File: src/rtl/core_pkg.sv
// Shared definitions for the 5-stage MIPS core.
// Contents: opcode constants, the 11-bit control bundle width with its named
// bit indices, the ALUOp encodings and a small helper that reads the MemRead bit.
package core_pkg;

  localparam int OP_W = 6;
  localparam logic [OP_W-1:0] OP_R_FORMAT = 6'd0;
  localparam logic [OP_W-1:0] OP_J        = 6'd2;
  localparam logic [OP_W-1:0] OP_BEQ      = 6'd4;
  localparam logic [OP_W-1:0] OP_ADDIU    = 6'd9;
  localparam logic [OP_W-1:0] OP_MADDU    = 6'd28;
  localparam logic [OP_W-1:0] OP_LW       = 6'd35;
  localparam logic [OP_W-1:0] OP_SW       = 6'd43;

  // Control bundle, MSB first:
  // {RegDst, ALUSrc, MemtoReg, RegWrite, MemRead, MemWrite, Branch, Jump, ALUOp[1:0], ExtendSel}
  localparam int CTRL_W     = 11;
  localparam int C_REGDST   = 10;
  localparam int C_ALUSRC   = 9;
  localparam int C_MEMTOREG = 8;
  localparam int C_REGWRITE = 7;
  localparam int C_MEMREAD  = 6;
  localparam int C_MEMWRITE = 5;
  localparam int C_BRANCH   = 4;
  localparam int C_JUMP     = 3;
  localparam int C_ALUOP_HI = 2;
  localparam int C_ALUOP_LO = 1;
  localparam int C_EXTSEL   = 0;

  typedef enum logic [1:0] {
    ALUOP_ADD   = 2'b00,
    ALUOP_SUB   = 2'b01,
    ALUOP_FUNCT = 2'b10
  } aluop_e;

  // An all-zero bundle has no side effects and cannot trigger a hazard.
  localparam logic [CTRL_W-1:0] CTRL_BUBBLE = '0;

  function automatic logic ctrl_mem_read(input logic [CTRL_W-1:0] c);
    return c[C_MEMREAD];
  endfunction

endpackage

File: src/rtl/id_ex_stage_if.sv
// ID/EX boundary bundle.
// master: upstream side (drives ID fields, en_reg, flush; observes EX fields and stall).
// slave : the ID/EX register (consumes ID fields, drives EX fields and stall).
interface id_ex_if
  import core_pkg::*;
#(
  parameter int DATA_W = 32,
  parameter int REG_AW = 5
) ();

  logic              en_reg;
  logic              flush;
  logic [CTRL_W-1:0] id_ctrl;
  logic [REG_AW-1:0] id_rs, id_rt, id_rd;
  logic [DATA_W-1:0] id_rdata1, id_rdata2, id_imm, id_pc4;

  logic [CTRL_W-1:0] ex_ctrl;
  logic [REG_AW-1:0] ex_rs, ex_rt, ex_rd;
  logic [DATA_W-1:0] ex_rdata1, ex_rdata2, ex_imm, ex_pc4;
  logic              ex_valid;
  logic              stall;

  modport master (
    output en_reg, flush, id_ctrl, id_rs, id_rt, id_rd,
           id_rdata1, id_rdata2, id_imm, id_pc4,
    input  ex_ctrl, ex_rs, ex_rt, ex_rd, ex_rdata1, ex_rdata2,
           ex_imm, ex_pc4, ex_valid, stall
  );

  modport slave (
    input  en_reg, flush, id_ctrl, id_rs, id_rt, id_rd,
           id_rdata1, id_rdata2, id_imm, id_pc4,
    output ex_ctrl, ex_rs, ex_rt, ex_rd, ex_rdata1, ex_rdata2,
           ex_imm, ex_pc4, ex_valid, stall
  );

endinterface

File: src/rtl/id_ex_stage_hazard.sv
// Load-use hazard detection (purely combinational).
// Ports: ex_valid_i, ex_mem_read_i, ex_rt_i (instruction in EX), id_rs_i, id_rt_i
// (instruction in ID), en_reg_i (global enable); stall_o holds PC and IF/ID.
// Both ID sources are compared regardless of opcode; this is deliberately conservative.
module hazard_detect_unit #(
  parameter int REG_AW = 5
) (
  input  logic              ex_valid_i,
  input  logic              ex_mem_read_i,
  input  logic [REG_AW-1:0] ex_rt_i,
  input  logic [REG_AW-1:0] id_rs_i,
  input  logic [REG_AW-1:0] id_rt_i,
  input  logic              en_reg_i,
  output logic              stall_o
);

  always_comb begin
    stall_o = en_reg_i & ex_valid_i & ex_mem_read_i & (ex_rt_i != '0) &
              ((ex_rt_i == id_rs_i) | (ex_rt_i == id_rt_i));
  end

endmodule

File: src/rtl/id_ex_stage.sv
// ID/EX pipeline register with load-use stall and flush squash.
// Ports: clk, rst (async active-low), bus (id_ex_if.slave: ID fields in, EX fields,
// ex_valid and stall out). Priority per edge: en_reg low holds, flush loads a bubble,
// stall loads a bubble, otherwise the ID instruction is captured.
// Optional macro ID_EX_PERF_CNT_EN adds saturating stall_cnt / flush_cnt outputs.
module id_ex_stage
  import core_pkg::*;
#(
  parameter int DATA_W = 32,
  parameter int REG_AW = 5
`ifdef ID_EX_PERF_CNT_EN
  ,
  parameter int CNT_W  = 16
`endif
) (
  input  logic       clk,
  input  logic       rst,
  id_ex_if.slave     bus
`ifdef ID_EX_PERF_CNT_EN
  ,
  output logic [CNT_W-1:0] stall_cnt,
  output logic [CNT_W-1:0] flush_cnt
`endif
);

  logic [CTRL_W-1:0] ctrl_q, ctrl_d;
  logic [REG_AW-1:0] rs_q, rs_d, rt_q, rt_d, rd_q, rd_d;
  logic [DATA_W-1:0] rdata1_q, rdata1_d, rdata2_q, rdata2_d;
  logic [DATA_W-1:0] imm_q, imm_d, pc4_q, pc4_d;
  logic              valid_q, valid_d;
  logic              stall;

  hazard_detect_unit #(.REG_AW(REG_AW)) u_hdu (
    .ex_valid_i    (valid_q),
    .ex_mem_read_i (ctrl_mem_read(ctrl_q)),
    .ex_rt_i       (rt_q),
    .id_rs_i       (bus.id_rs),
    .id_rt_i       (bus.id_rt),
    .en_reg_i      (bus.en_reg),
    .stall_o       (stall)
  );

  always_comb begin
    ctrl_d   = ctrl_q;
    rs_d     = rs_q;
    rt_d     = rt_q;
    rd_d     = rd_q;
    rdata1_d = rdata1_q;
    rdata2_d = rdata2_q;
    imm_d    = imm_q;
    pc4_d    = pc4_q;
    valid_d  = valid_q;
    if (bus.en_reg) begin
      if (bus.flush || stall) begin
        // Bubble: every field zeroed so nothing stale leaks into EX.
        ctrl_d   = CTRL_BUBBLE;
        rs_d     = '0;
        rt_d     = '0;
        rd_d     = '0;
        rdata1_d = '0;
        rdata2_d = '0;
        imm_d    = '0;
        pc4_d    = '0;
        valid_d  = 1'b0;
      end else begin
        ctrl_d   = bus.id_ctrl;
        rs_d     = bus.id_rs;
        rt_d     = bus.id_rt;
        rd_d     = bus.id_rd;
        rdata1_d = bus.id_rdata1;
        rdata2_d = bus.id_rdata2;
        imm_d    = bus.id_imm;
        pc4_d    = bus.id_pc4;
        valid_d  = 1'b1;
      end
    end
  end

  always_ff @(posedge clk or negedge rst) begin
    if (!rst) begin
      ctrl_q   <= '0;
      rs_q     <= '0;
      rt_q     <= '0;
      rd_q     <= '0;
      rdata1_q <= '0;
      rdata2_q <= '0;
      imm_q    <= '0;
      pc4_q    <= '0;
      valid_q  <= 1'b0;
    end else begin
      ctrl_q   <= ctrl_d;
      rs_q     <= rs_d;
      rt_q     <= rt_d;
      rd_q     <= rd_d;
      rdata1_q <= rdata1_d;
      rdata2_q <= rdata2_d;
      imm_q    <= imm_d;
      pc4_q    <= pc4_d;
      valid_q  <= valid_d;
    end
  end

  assign bus.ex_ctrl   = ctrl_q;
  assign bus.ex_rs     = rs_q;
  assign bus.ex_rt     = rt_q;
  assign bus.ex_rd     = rd_q;
  assign bus.ex_rdata1 = rdata1_q;
  assign bus.ex_rdata2 = rdata2_q;
  assign bus.ex_imm    = imm_q;
  assign bus.ex_pc4    = pc4_q;
  assign bus.ex_valid  = valid_q;
  assign bus.stall     = stall;

`ifdef ID_EX_PERF_CNT_EN
  logic [CNT_W-1:0] stall_cnt_q, stall_cnt_d, flush_cnt_q, flush_cnt_d;

  // A stall shadowed by a flush is counted as a flush only.
  always_comb begin
    stall_cnt_d = stall_cnt_q;
    flush_cnt_d = flush_cnt_q;
    if (bus.en_reg) begin
      if (bus.flush) begin
        if (flush_cnt_q != '1) flush_cnt_d = flush_cnt_q + 1'b1;
      end else if (stall) begin
        if (stall_cnt_q != '1) stall_cnt_d = stall_cnt_q + 1'b1;
      end
    end
  end

  always_ff @(posedge clk or negedge rst) begin
    if (!rst) begin
      stall_cnt_q <= '0;
      flush_cnt_q <= '0;
    end else begin
      stall_cnt_q <= stall_cnt_d;
      flush_cnt_q <= flush_cnt_d;
    end
  end

  assign stall_cnt = stall_cnt_q;
  assign flush_cnt = flush_cnt_q;
`endif

endmodule

File: src/flat_wrapper.sv
// flat-port wrapper written by rule: the top's interface ports become plain ports
module id_ex_stage_flat import core_pkg::*;
#(
  parameter int DATA_W = 32,
  parameter int REG_AW = 5

)
  (clk, rst, bus_en_reg, bus_flush, bus_id_ctrl, bus_id_rs, bus_id_rt, bus_id_rd, bus_id_rdata1, bus_id_rdata2, bus_id_imm, bus_id_pc4, bus_ex_ctrl, bus_ex_rs, bus_ex_rt, bus_ex_rd, bus_ex_rdata1, bus_ex_rdata2, bus_ex_imm, bus_ex_pc4, bus_ex_valid, bus_stall);
  id_ex_if #(.DATA_W(DATA_W), .REG_AW(REG_AW)) bus_i ();
  input  logic clk;
  input  logic rst;
  input wire logic [$bits(bus_i.en_reg)-1:0] bus_en_reg;
  input wire logic [$bits(bus_i.flush)-1:0] bus_flush;
  input wire logic [$bits(bus_i.id_ctrl)-1:0] bus_id_ctrl;
  input wire logic [$bits(bus_i.id_rs)-1:0] bus_id_rs;
  input wire logic [$bits(bus_i.id_rt)-1:0] bus_id_rt;
  input wire logic [$bits(bus_i.id_rd)-1:0] bus_id_rd;
  input wire logic [$bits(bus_i.id_rdata1)-1:0] bus_id_rdata1;
  input wire logic [$bits(bus_i.id_rdata2)-1:0] bus_id_rdata2;
  input wire logic [$bits(bus_i.id_imm)-1:0] bus_id_imm;
  input wire logic [$bits(bus_i.id_pc4)-1:0] bus_id_pc4;
  output wire logic [$bits(bus_i.ex_ctrl)-1:0] bus_ex_ctrl;
  output wire logic [$bits(bus_i.ex_rs)-1:0] bus_ex_rs;
  output wire logic [$bits(bus_i.ex_rt)-1:0] bus_ex_rt;
  output wire logic [$bits(bus_i.ex_rd)-1:0] bus_ex_rd;
  output wire logic [$bits(bus_i.ex_rdata1)-1:0] bus_ex_rdata1;
  output wire logic [$bits(bus_i.ex_rdata2)-1:0] bus_ex_rdata2;
  output wire logic [$bits(bus_i.ex_imm)-1:0] bus_ex_imm;
  output wire logic [$bits(bus_i.ex_pc4)-1:0] bus_ex_pc4;
  output wire logic [$bits(bus_i.ex_valid)-1:0] bus_ex_valid;
  output wire logic [$bits(bus_i.stall)-1:0] bus_stall;
  assign bus_i.en_reg = bus_en_reg;
  assign bus_i.flush = bus_flush;
  assign bus_i.id_ctrl = bus_id_ctrl;
  assign bus_i.id_rs = bus_id_rs;
  assign bus_i.id_rt = bus_id_rt;
  assign bus_i.id_rd = bus_id_rd;
  assign bus_i.id_rdata1 = bus_id_rdata1;
  assign bus_i.id_rdata2 = bus_id_rdata2;
  assign bus_i.id_imm = bus_id_imm;
  assign bus_i.id_pc4 = bus_id_pc4;
  assign bus_ex_ctrl = bus_i.ex_ctrl;
  assign bus_ex_rs = bus_i.ex_rs;
  assign bus_ex_rt = bus_i.ex_rt;
  assign bus_ex_rd = bus_i.ex_rd;
  assign bus_ex_rdata1 = bus_i.ex_rdata1;
  assign bus_ex_rdata2 = bus_i.ex_rdata2;
  assign bus_ex_imm = bus_i.ex_imm;
  assign bus_ex_pc4 = bus_i.ex_pc4;
  assign bus_ex_valid = bus_i.ex_valid;
  assign bus_stall = bus_i.stall;
  id_ex_stage #(.DATA_W(DATA_W), .REG_AW(REG_AW)) u_core (.clk(clk), .rst(rst), .bus(bus_i));
endmodule
File: config.mk
export PLATFORM = sky130hd
export DESIGN_NAME = id_ex_stage_flat
export DESIGN_NICKNAME = d
export VERILOG_FILES = /design/src/rtl/core_pkg.sv /design/src/rtl/id_ex_stage_if.sv /design/src/rtl/id_ex_stage_hazard.sv /design/src/rtl/id_ex_stage.sv /design/src/flat_wrapper.sv
export SDC_FILE = /design/constraint.sdc
export NUM_CORES = 1
export LEC_CHECK = 0
export CORE_ASPECT_RATIO = 1.4
export CORE_MARGIN = 4
export CORE_UTILIZATION = 43
export CTS_CLUSTER_SIZE = 14
export DETAILED_ROUTE_END_ITERATION = 10
export GPL_ROUTABILITY_DRIVEN = 0
export PLACE_DENSITY = 0.81
export SETUP_SLACK_MARGIN = 0.5
export SLEW_MARGIN = 5
export SYNTH_ARGS = -nofsm -noshare
export SYNTH_HDL_FRONTEND = slang
export SYNTH_HIERARCHICAL = 1
export SYNTH_SLANG_ARGS = --single-unit
export TNS_END_PERCENT = 50
File: constraint.sdc
create_clock -name clk -period 2.4 [get_ports clk]
set_clock_uncertainty 0.2 [all_clocks]
set_input_delay 0.36 -clock clk [delete_from_list [all_inputs] [get_ports clk]]
set_output_delay 0.36 -clock clk [all_outputs]
set_load 0.01 [all_outputs]
==> results.toml, run 1 <==
[outcome]
status = "completed"

[clocking]
htreeDepth = 4
clk_pin_slew_worst_paths_ns = 0.06
clock_latency_ns = 0.42
cts_buffer_depth = 2
cts-root-buf = "clkbuf_16"
cts_sinks = 155
cts_tree = "done"
numCtsBuffers = 17

[cells_and_area]
seqCellArea_um2 = 3880
fin_nets = 1178
final_cell_area_um2 = 12700
final_util = 0.735
multi_input_area_um2 = 2820
drive_above_1_share = 0.237
n_fill_cell = 1110
areaGrowthSynthToFinish_pct = 68.8
stdcell_count = 1269

[detailed_routing]
vias = 6071
drt_iter0_drc = 374
drc = 0
routed.top_layer = "met4"
drt_first_pass_iters = 5
route.met2.wl_um = 11800
wl_met1_um = 8700
routed_via_density = 4.78
routed_wl_um = 23000
ant_nets = 0
met3_length_um = 1310
wl_per_cell_um = 18.2

[placed_design]
dp_cells = 1211
dp_hpwl_um = 14600
io_buffer_count = 313
placed_area_um2 = 10900

[sta]
rsz0062_at_grt = "yes"
max_slew.worst_pin.slew_ns = 0.941
period_needed_ns = 2.35
drv_slew = 0
setup_violations = 0
slew_headroom = 0.373
fin_tns_setup_ns = 0
final-hold-violation-count = 0
max_freq_ghz = 0.426
period_share = 0.977

[synth]
ys.flop_type = "dfrtp_1"
synthTopCellsByArea = "dfrtp_1 (52%), o22ai_2 (25%), inv_1 (7.7%)"
synthDistinctLibCells = 17
postSynth.asyncResetShare = 1.00
synthCells = 688
synth_edf_count = 0
synth.top_cell.area_share = 0.516
ys_top_cells_by_count = "dfrtp_1 (155), inv_1 (155), nand2_1 (154), o22ai_2 (150), buf_6 (28)"
syn_nets = 846
ys_seq_elements = 155
synth_area_leader_cell = "dfrtp_1"
ys_seq_area_frac = 0.516
avgSynthCellArea_um2 = 10.9
synthesis.area_um2 = 7520
synth_warnings = 6

[worst_setup_path]
cp.arrival_ns = 2.48
slowest_stage = "or4_4"
startpoint_type = "flop"
cp_num_cells = 8
crit_required_ns = 2.53
cp_max_fo = 7
reg2reg_depth = 8
slowest_delay_ns = 0.52
end_kind = "flop"
crit_family = "simple AND/OR/NAND/NOR gates"
worst-setup-path-type = "flop to flop"
crit_top_cell = "buf_12"
path_cells = "or4_4, o2111ai_2, a21oi_2, or2_4, buf_12, buf_12, buf_8, o22ai_2"
cp_num_buf_inv = 3

[floorplan]
core_um2 = 17300
io_pins = 314
start_util = 0.436
rows = 57
dieArea_um2 = 19700
die_w_um = 120
die_h_um = 164

[power]
cellPowerDensity_nw_per_um2 = 588
p_sw_mw = 1.98
p_int_mw = 5.48
sw_frac_of_total = 0.266
finalPower_mw = 7.47
seq_power_share = 0.393
leakage_nw = 7.38
pwr-share-clk = 0.371
ir_drop_v = 0.000384
combPwrFrac = 0.235

[flow_run]
cap_violations = 0

[hold_path]
hold_class = "input pin to asynchronous set/reset pin"

[grt]
grt_pass1_wl_um = 34100
grt_max_degree = 164
antenna_found_initial = 1
track_usage = 0.223
grt_pass1_vias = 6327
overflow = 0
==> kinds of logic after synthesis <==
family | synth area share
AO/OA/AOI/OAI | 0.255
XOR/XNOR | 0.0116
buffers and inverters | 0.135
flip-flops | 0.516
multiplexers | 0.00133
AND/OR/NAND/NOR | 0.0817
==> metrics by stage <==
step / hold WS, ns / setup WS (ns)
detailed placement: 0.112 / -0.220
global placement: 0.115 / -0.206
finish: 0.248 / 0.0545
global route: 0.253 / 0.00424
CTS: 0.242 / 0.0382
floorplan: -0.136 / 0.252
==> cells in the final DEF, fill, tap and decap left out, types with 15 or more instances in the layout <==
| cell type | count |
|---|---|
| buf_16 | 18 |
| clkdlybuf4s50_1 | 162 |
| dfrtp_1 | 151 |
| dlymetal6s2s_1 | 148 |
| clkbuf_16 | 17 |
| o22ai_4 | 21 |
| inv_1 | 155 |
| nand2_1 | 154 |
| o22ai_2 | 133 |
| buf_12 | 15 |
==> cell type report <==
type / count / share of cell area
well taps: 236 / 0.0233
clock buffers: 20 / 0.0360
multi-input cells: 327 / 0.222
diodes: 2 / 0.000394
clock inverters: 10 / 0.0110
repair buffers: 364 / 0.355
inverters: 155 / 0.0458
flip-flops and latches: 155 / 0.306
==> final timing paths <==
path	from	endpoint	slack, ns
worst max register to register	u_core/bus.ex_rt[2]	u_core/bus.ex_pc4[9]	0.05
worst min register to register	u_core/bus.ex_rdata1[1]	u_core/bus.ex_rdata1[1]	0.33
worst max-delay path	u_core/bus.ex_rt[2]	u_core/bus.ex_pc4[9]	0.05
max in group asynchronous	rst	u_core/bus.ex_pc4[12]	1.05
min in group clk	bus_id_pc4[11]	u_core/bus.ex_pc4[11]	0.29
worst min-delay path	rst	u_core/bus.ex_rdata2[20]	0.25
==> layer usage <==
layer | GRT usage | up-vias
met4 | 0.120 | 0
met2 | 0.382 | 234
met1 | 0.257 | 2873
met3 | 0.0565 | 72
met5 | 0 | -
li1 | - | 2892
==> state kept, by name (all words and copies together) (netlist names) <==
signal / count
u_core/bus.ex_rd: 5
u_core/bus.ex_rdata2: 32
u_core/bus.ex_pc4: 32
u_core/bus.ex_rt: 5
u_core/bus.ex_imm: 32
u_core/bus.ex_rs: 5
u_core/bus.ex_ctrl: 11
u_core/bus.ex_rdata1: 32
u_core/bus.ex_valid: 1
==> power groups by stage <==
stage | Clock (mW) | Combinational (mW) | Sequential, mW
CTS | 2.82 | 1.76 | 2.94
global placement | 0 | 1.56 | 2.98
detailed placement | 0 | 1.58 | 2.99
global route | 2.96 | 1.87 | 2.97
finish | 2.77 | 1.76 | 2.94
floorplan | 0 | 0.611 | 3.08
==> worst register-to-register path: stages (launching register included) <==
cell	delay [ns]
dfrtp_2	0.44
or4_4	0.52
o2111ai_2	0.19
a21oi_2	0.06
or2_4	0.29
buf_12	0.18
buf_12	0.13
buf_8	0.13
o22ai_2	0.10
==> what timing repair did <==
item	in CTS	in global routing
hold endpoints to repair	41	0
cloned	15	0
hold buffers	1	0
setup buffers	10	0
endpoints found under the setup margin	245	304
gates resized for setup	45	172
pin swaps	103	25
Power figures use the tool's default switching activity.
==> run 2: changes to the inputs <==
- PLACE_DENSITY: 0.81 -> 0.82
==> results.toml, run 2 (synthesis results as in run 1) <==
[clocking]
cts_buffer_depth = 2
cts-root-buf = "clkbuf_16"
numCtsBuffers = 17
clock_latency_ns = 0.41
cts_tree = "done"
htreeDepth = 4
cts_sinks = 155
clk_pin_slew_worst_paths_ns = 0.07

[outcome]
violations = "setup timing"
status = "complete, but fails checks"

[placed_design]
dp_hpwl_um = 14600
io_buffer_count = 313
dp_cells = 1215

[cells_and_area]
stdcell_count = 1263
mostFrequentLayoutCells = "clkdlybuf4s50_1 (158), inv_1 (155), nand2_1 (154)"
areaGrowthSynthToFinish_pct = 66.3
n_fill_cell = 1132
seqCellArea_um2 = 3880
fin_nets = 1173
layout_commonest_cell = "clkdlybuf4s50_1"
multi_input_area_um2 = 2820
drive_above_1_share = 0.235

[detailed_routing]
drt_iter0_drc = 331
routed_via_density = 4.80
ant_nets = 0
drc = 0
vias = 6057
drt_first_pass_iters = 4
routed.top_layer = "met4"
routed_wl_um = 23000
wl_per_cell_um = 18.2
wl_met1_um = 8650
route.met2.wl_um = 12300
met3_length_um = 1220

[worst_setup_path]
reg2reg_depth = 8
worst-setup-path-type = "flop to flop"
cp_num_buf_inv = 3
startpoint_type = "flop"
slowest_stage = "or4_4"
cp_max_fo = 8
path_cells = "or4_4, o2111ai_2, a21oi_2, or2_4, buf_12, buf_12, buf_16, o22ai_2"
crit_top_cell = "buf_12"
end_kind = "flop"
reg2reg_from = "u_core/bus.ex_rt[2]"
cp.arrival_ns = 2.55
r2r_slack_ns = -0.02
crit_required_ns = 2.53
crit_family = "simple AND/OR/NAND/NOR gates"
timing.rr.end = "u_core/bus.ex_imm[0]"
slowest_delay_ns = 0.55

[power]
leakage_nw = 7.34
ir_drop_v = 0.000369
cellPowerDensity_nw_per_um2 = 600

[floorplan]
die_h_um = 164
core_um2 = 17300
die_w_um = 120
start_util = 0.436
rows = 57
dieArea_um2 = 19700
io_pins = 314

[sta]
max_slew.worst_pin.slew_ns = 0.978
drv_slew = 0
final-hold-violation-count = 0
setup_violations = 2
slew_headroom = 0.348
rsz0062_at_grt = "yes"
setup_slack_ns = -0.0181
timing.hold.ws_ns = 0.220
period_share = 1.01
max_freq_ghz = 0.414
period_needed_ns = 2.42
fin_tns_setup_ns = -0.0324

[grt]
overflow = 0
grt_pass1_wl_um = 32700
grt_pass1_vias = 6098
antenna_found_initial = 1
track_usage = 0.212
grt_max_degree = 164

[hold_path]
hold_class = "input pin to asynchronous set/reset pin"

[flow_run]
cap_violations = 0
run 2: cell types whose count changed in the layout (fill, tap and decap cells not counted), sizes merged:
cell           previous run  this run
buf                      53        45
clkdlybuf4s50           162       158
clkinv                    5         1
clkinvlp                  0         4
dlymetal6s2s            148       152
inv                     157       159
bufinv                    3         4
diode                     2         1
run 2: final cells by class:
| type | instances | share of cell area |
|---|---|---|
| antenna | 1 | 0.000200 |
| timing repair buffer | 359 | 0.344 |
| multi-input combinational | 327 | 0.226 |
| tap | 236 | 0.0236 |
| sequential | 155 | 0.310 |
| inverter | 155 | 0.0465 |
| clock buffer | 17 | 0.0340 |
| clock inverter | 13 | 0.0154 |
run 2: how the worst max path moves through the flow:
stage,endpoint,from,depth (start not counted),slack [ns]
finish,u_core/bus.ex_imm[0],u_core/bus.ex_rt[2],8,-0.02
global route,u_core/bus.ex_imm[19],u_core/bus.ex_rt[2],8,-0.05
CTS,bus_stall,u_core/bus.ex_rt[2],4,0.01
detailed placement,bus_stall,bus_id_rt[0],6,-0.22
global placement,bus_stall,bus_id_rs[0],6,-0.18
floorplan,u_core/bus.ex_ctrl[10],u_core/bus.ex_rt[1],7,0.25
run 2: metal layers:
metal,vias up,global-route usage
met1,2923,0.247
met3,50,0.0552
met2,210,0.367
met5,-,0
li1,2874,-
met4,0,0.0959
run 2: report_power, final:
| part | switching, mW | leakage (nW) | total [mW] | internal [mW] |
|---|---|---|---|---|
| Combinational | 0.775 | 5.04 | 1.71 | 0.934 |
| Clock | 1.11 | 0.290 | 2.86 | 1.74 |
| Sequential | 0.113 | 2.01 | 2.94 | 2.82 |
| Total | 2.00 | 7.34 | 7.50 | 5.50 |
run 2: stage by stage:
step                      power [mW]   util  instance area, µm²  setup WS, ns
after floorplan                 3.70      -                7530         0.252
after global placement          4.55  0.632               10900        -0.175
after detailed placement        4.58  0.632               10900        -0.218
after CTS                       7.54  0.686               11800        0.0103
after global routing            7.83  0.725               12500       -0.0468
final                           7.50  0.725               12500       -0.0181
run 2: worst reg2reg max path, cell delays in order, from the launching register on:
cell and delay (ns):
dfrtp_2 0.44, or4_4 0.55, o2111ai_2 0.20, a21oi_2 0.06
or2_4 0.34, buf_12 0.18, buf_12 0.14, buf_16 0.13
o22ai_2 0.10
run 2: what timing repair did:
item                                   in CTS  in global routing
hold buffers                                1                  0
setup buffers                               6                  1
endpoints found under the hold margin      69                  0
resized for setup                          22                190
gates cloned                                6                  3
pin swaps                                  66                 69
setup endpoints to repair                 231                308
==> run 3: changes to the inputs <==
- CELL_PAD_IN_SITES_DETAIL_PLACEMENT: not set -> 0
- CELL_PAD_IN_SITES_GLOBAL_PLACEMENT: not set -> 2
- CORE_UTILIZATION: 43 -> 26
==> results.toml, run 3 (synthesis results as in run 1) <==
[clocking]
cts_sinks = 155
numCtsBuffers = 17
cts_buffer_depth = 2
clock_latency_ns = 0.42
cts_tree = "done"
clk_pin_slew_worst_paths_ns = 0.06
htreeDepth = 4
cts-root-buf = "clkbuf_16"

[floorplan]
io_pins = 314
start_util = 0.264
die_h_um = 209
rows = 73
die_w_um = 152
core_um2 = 28500
dieArea_um2 = 31800

[detailed_routing]
drt_iter0_drc = 314
drt_first_pass_iters = 5
wl_per_cell_um = 16.7
routed_via_density = 4.19
drc = 0
vias = 5830
routed_wl_um = 23200
ant_nets = 0

[sta]
drv_slew = 0
period_share = 1.03
final-hold-violation-count = 0
setup_slack_ns = -0.0651
max_slew.worst_pin.slew_ns = 0.891
slew_headroom = 0.406
rsz0062_at_grt = "yes"
period_needed_ns = 2.47
max_freq_ghz = 0.406
setup_violations = 142

[worst_setup_path]
critPathLaunch = "u_core/bus.ex_rt[1]"
cp.arrival_ns = 2.60
r2r_slack_ns = -0.07
startpoint_type = "flop"
end_kind = "flop"
crit_required_ns = 2.53
reg2reg_from = "u_core/bus.ex_rt[1]"
endpoint = "u_core/bus.ex_rdata2[25]"
reg2reg_depth = 9
timing.rr.end = "u_core/bus.ex_rdata2[25]"
worst-setup-path-type = "flop to flop"
cp_max_fo = 15

[cells_and_area]
final_util = 0.429
drive_above_1_share = 0.221
antenna_cells = 0
fin_nets = 1163
stdcell_count = 1393
seqCellArea_um2 = 3880
mostFrequentLayoutCells = "clkdlybuf4s50_1 (155), inv_1 (155), nand2_1 (154), dfrtp_1 (154)"
n_fill_cell = 2777
multi_input_area_um2 = 2670
areaGrowthSynthToFinish_pct = 62.6

[placed_design]
dp_hpwl_um = 16400
dp_cells = 1354
io_buffer_count = 313
dp_slack_ns = -0.342

[power]
finalPower_mw = 7.48
ir_drop_v = 0.000449
leakage_nw = 7.27
cellPowerDensity_nw_per_um2 = 612

[outcome]
violations = "setup timing"
status = "complete, but fails checks"

[grt]
overflow = 0
antenna_found_initial = 1
grt_pass1_vias = 5915
track_usage = 0.142
grt_pass1_wl_um = 34500
grt_max_degree = 156

[hold_path]
hold_class = "input pin to asynchronous set/reset pin"

[flow_run]
cap_violations = 0
-- run 3: critical path, stage by stage (launching register included) --
cell and delay [ns]:
dfrtp_2 0.40, or4_4 0.55, o2111ai_4 0.20, a21oi_2 0.07, buf_4 0.14, buf_6 0.10
or2_4 0.26, buf_12 0.16, buf_12 0.16, o22ai_2 0.12
-- run 3: cell type report --
cell class                      instances  share of cell area
Clock buffer                           20              0.0365
Clock inverter                         12              0.0160
Inverter                              155              0.0476
Multi-Input combinational cell        327               0.218
Sequential cell                       155               0.317
Tap cell                              375              0.0384
Timing Repair Buffer                  349               0.326
-- run 3: timing repair --
action | 4_1_cts | 5_1_grt
endpoints found under the hold margin | 43 | 0
gates cloned | 0 | 1
pin swaps | 5 | 4
setup endpoints to repair | 279 | 309
resized for setup | 13 | 158
hold buffers | 1 | 0
setup buffers | 4 | 1
-- run 3: how the worst min path moves through the flow --
| stage | endpoint | from | slack (ns) | cells after the start |
|---|---|---|---|---|
| after detailed placement | u_core/bus.ex_rdata2[29] | rst | 0.14 | 1 |
| after floorplan | u_core/bus.ex_ctrl[0] | rst | -0.14 | 0 |
| after global routing | u_core/bus.ex_rdata2[29] | rst | 0.27 | 2 |
| final | u_core/bus.ex_rdata2[29] | rst | 0.25 | 2 |
| after global placement | u_core/bus.ex_rdata2[29] | rst | 0.14 | 1 |
| after CTS | u_core/bus.ex_ctrl[2] | rst | 0.26 | 2 |
-- run 3: routing by layer --
layer	routed length [µm]	GRT usage	vias to the layer above
met2	12700	0.259	152
met5	13	0	-
li1	-	-	2840
met3	1280	0.0403	22
met1	8700	0.153	2814
met4	464	0.0512	2
-- run 3: power breakdown --
part / switching, mW / internal, mW / leakage, nW / total, mW
Sequential: 0.103 / 2.82 / 2.01 / 2.93
Clock: 1.12 / 1.87 / 0.314 / 3.00
Combinational: 0.712 / 0.850 / 4.95 / 1.56
-- run 3: stage by stage --
stage,setup TNS (ns),hold slack (ns),area [µm²]
after floorplan,0,-0.136,7530
after global placement,-38.34,0.140,11100
after detailed placement,-41.63,0.142,11100
after CTS,-5.78,0.256,11800
after global routing,-16.73,0.267,12200
final,-5.33,0.247,12200
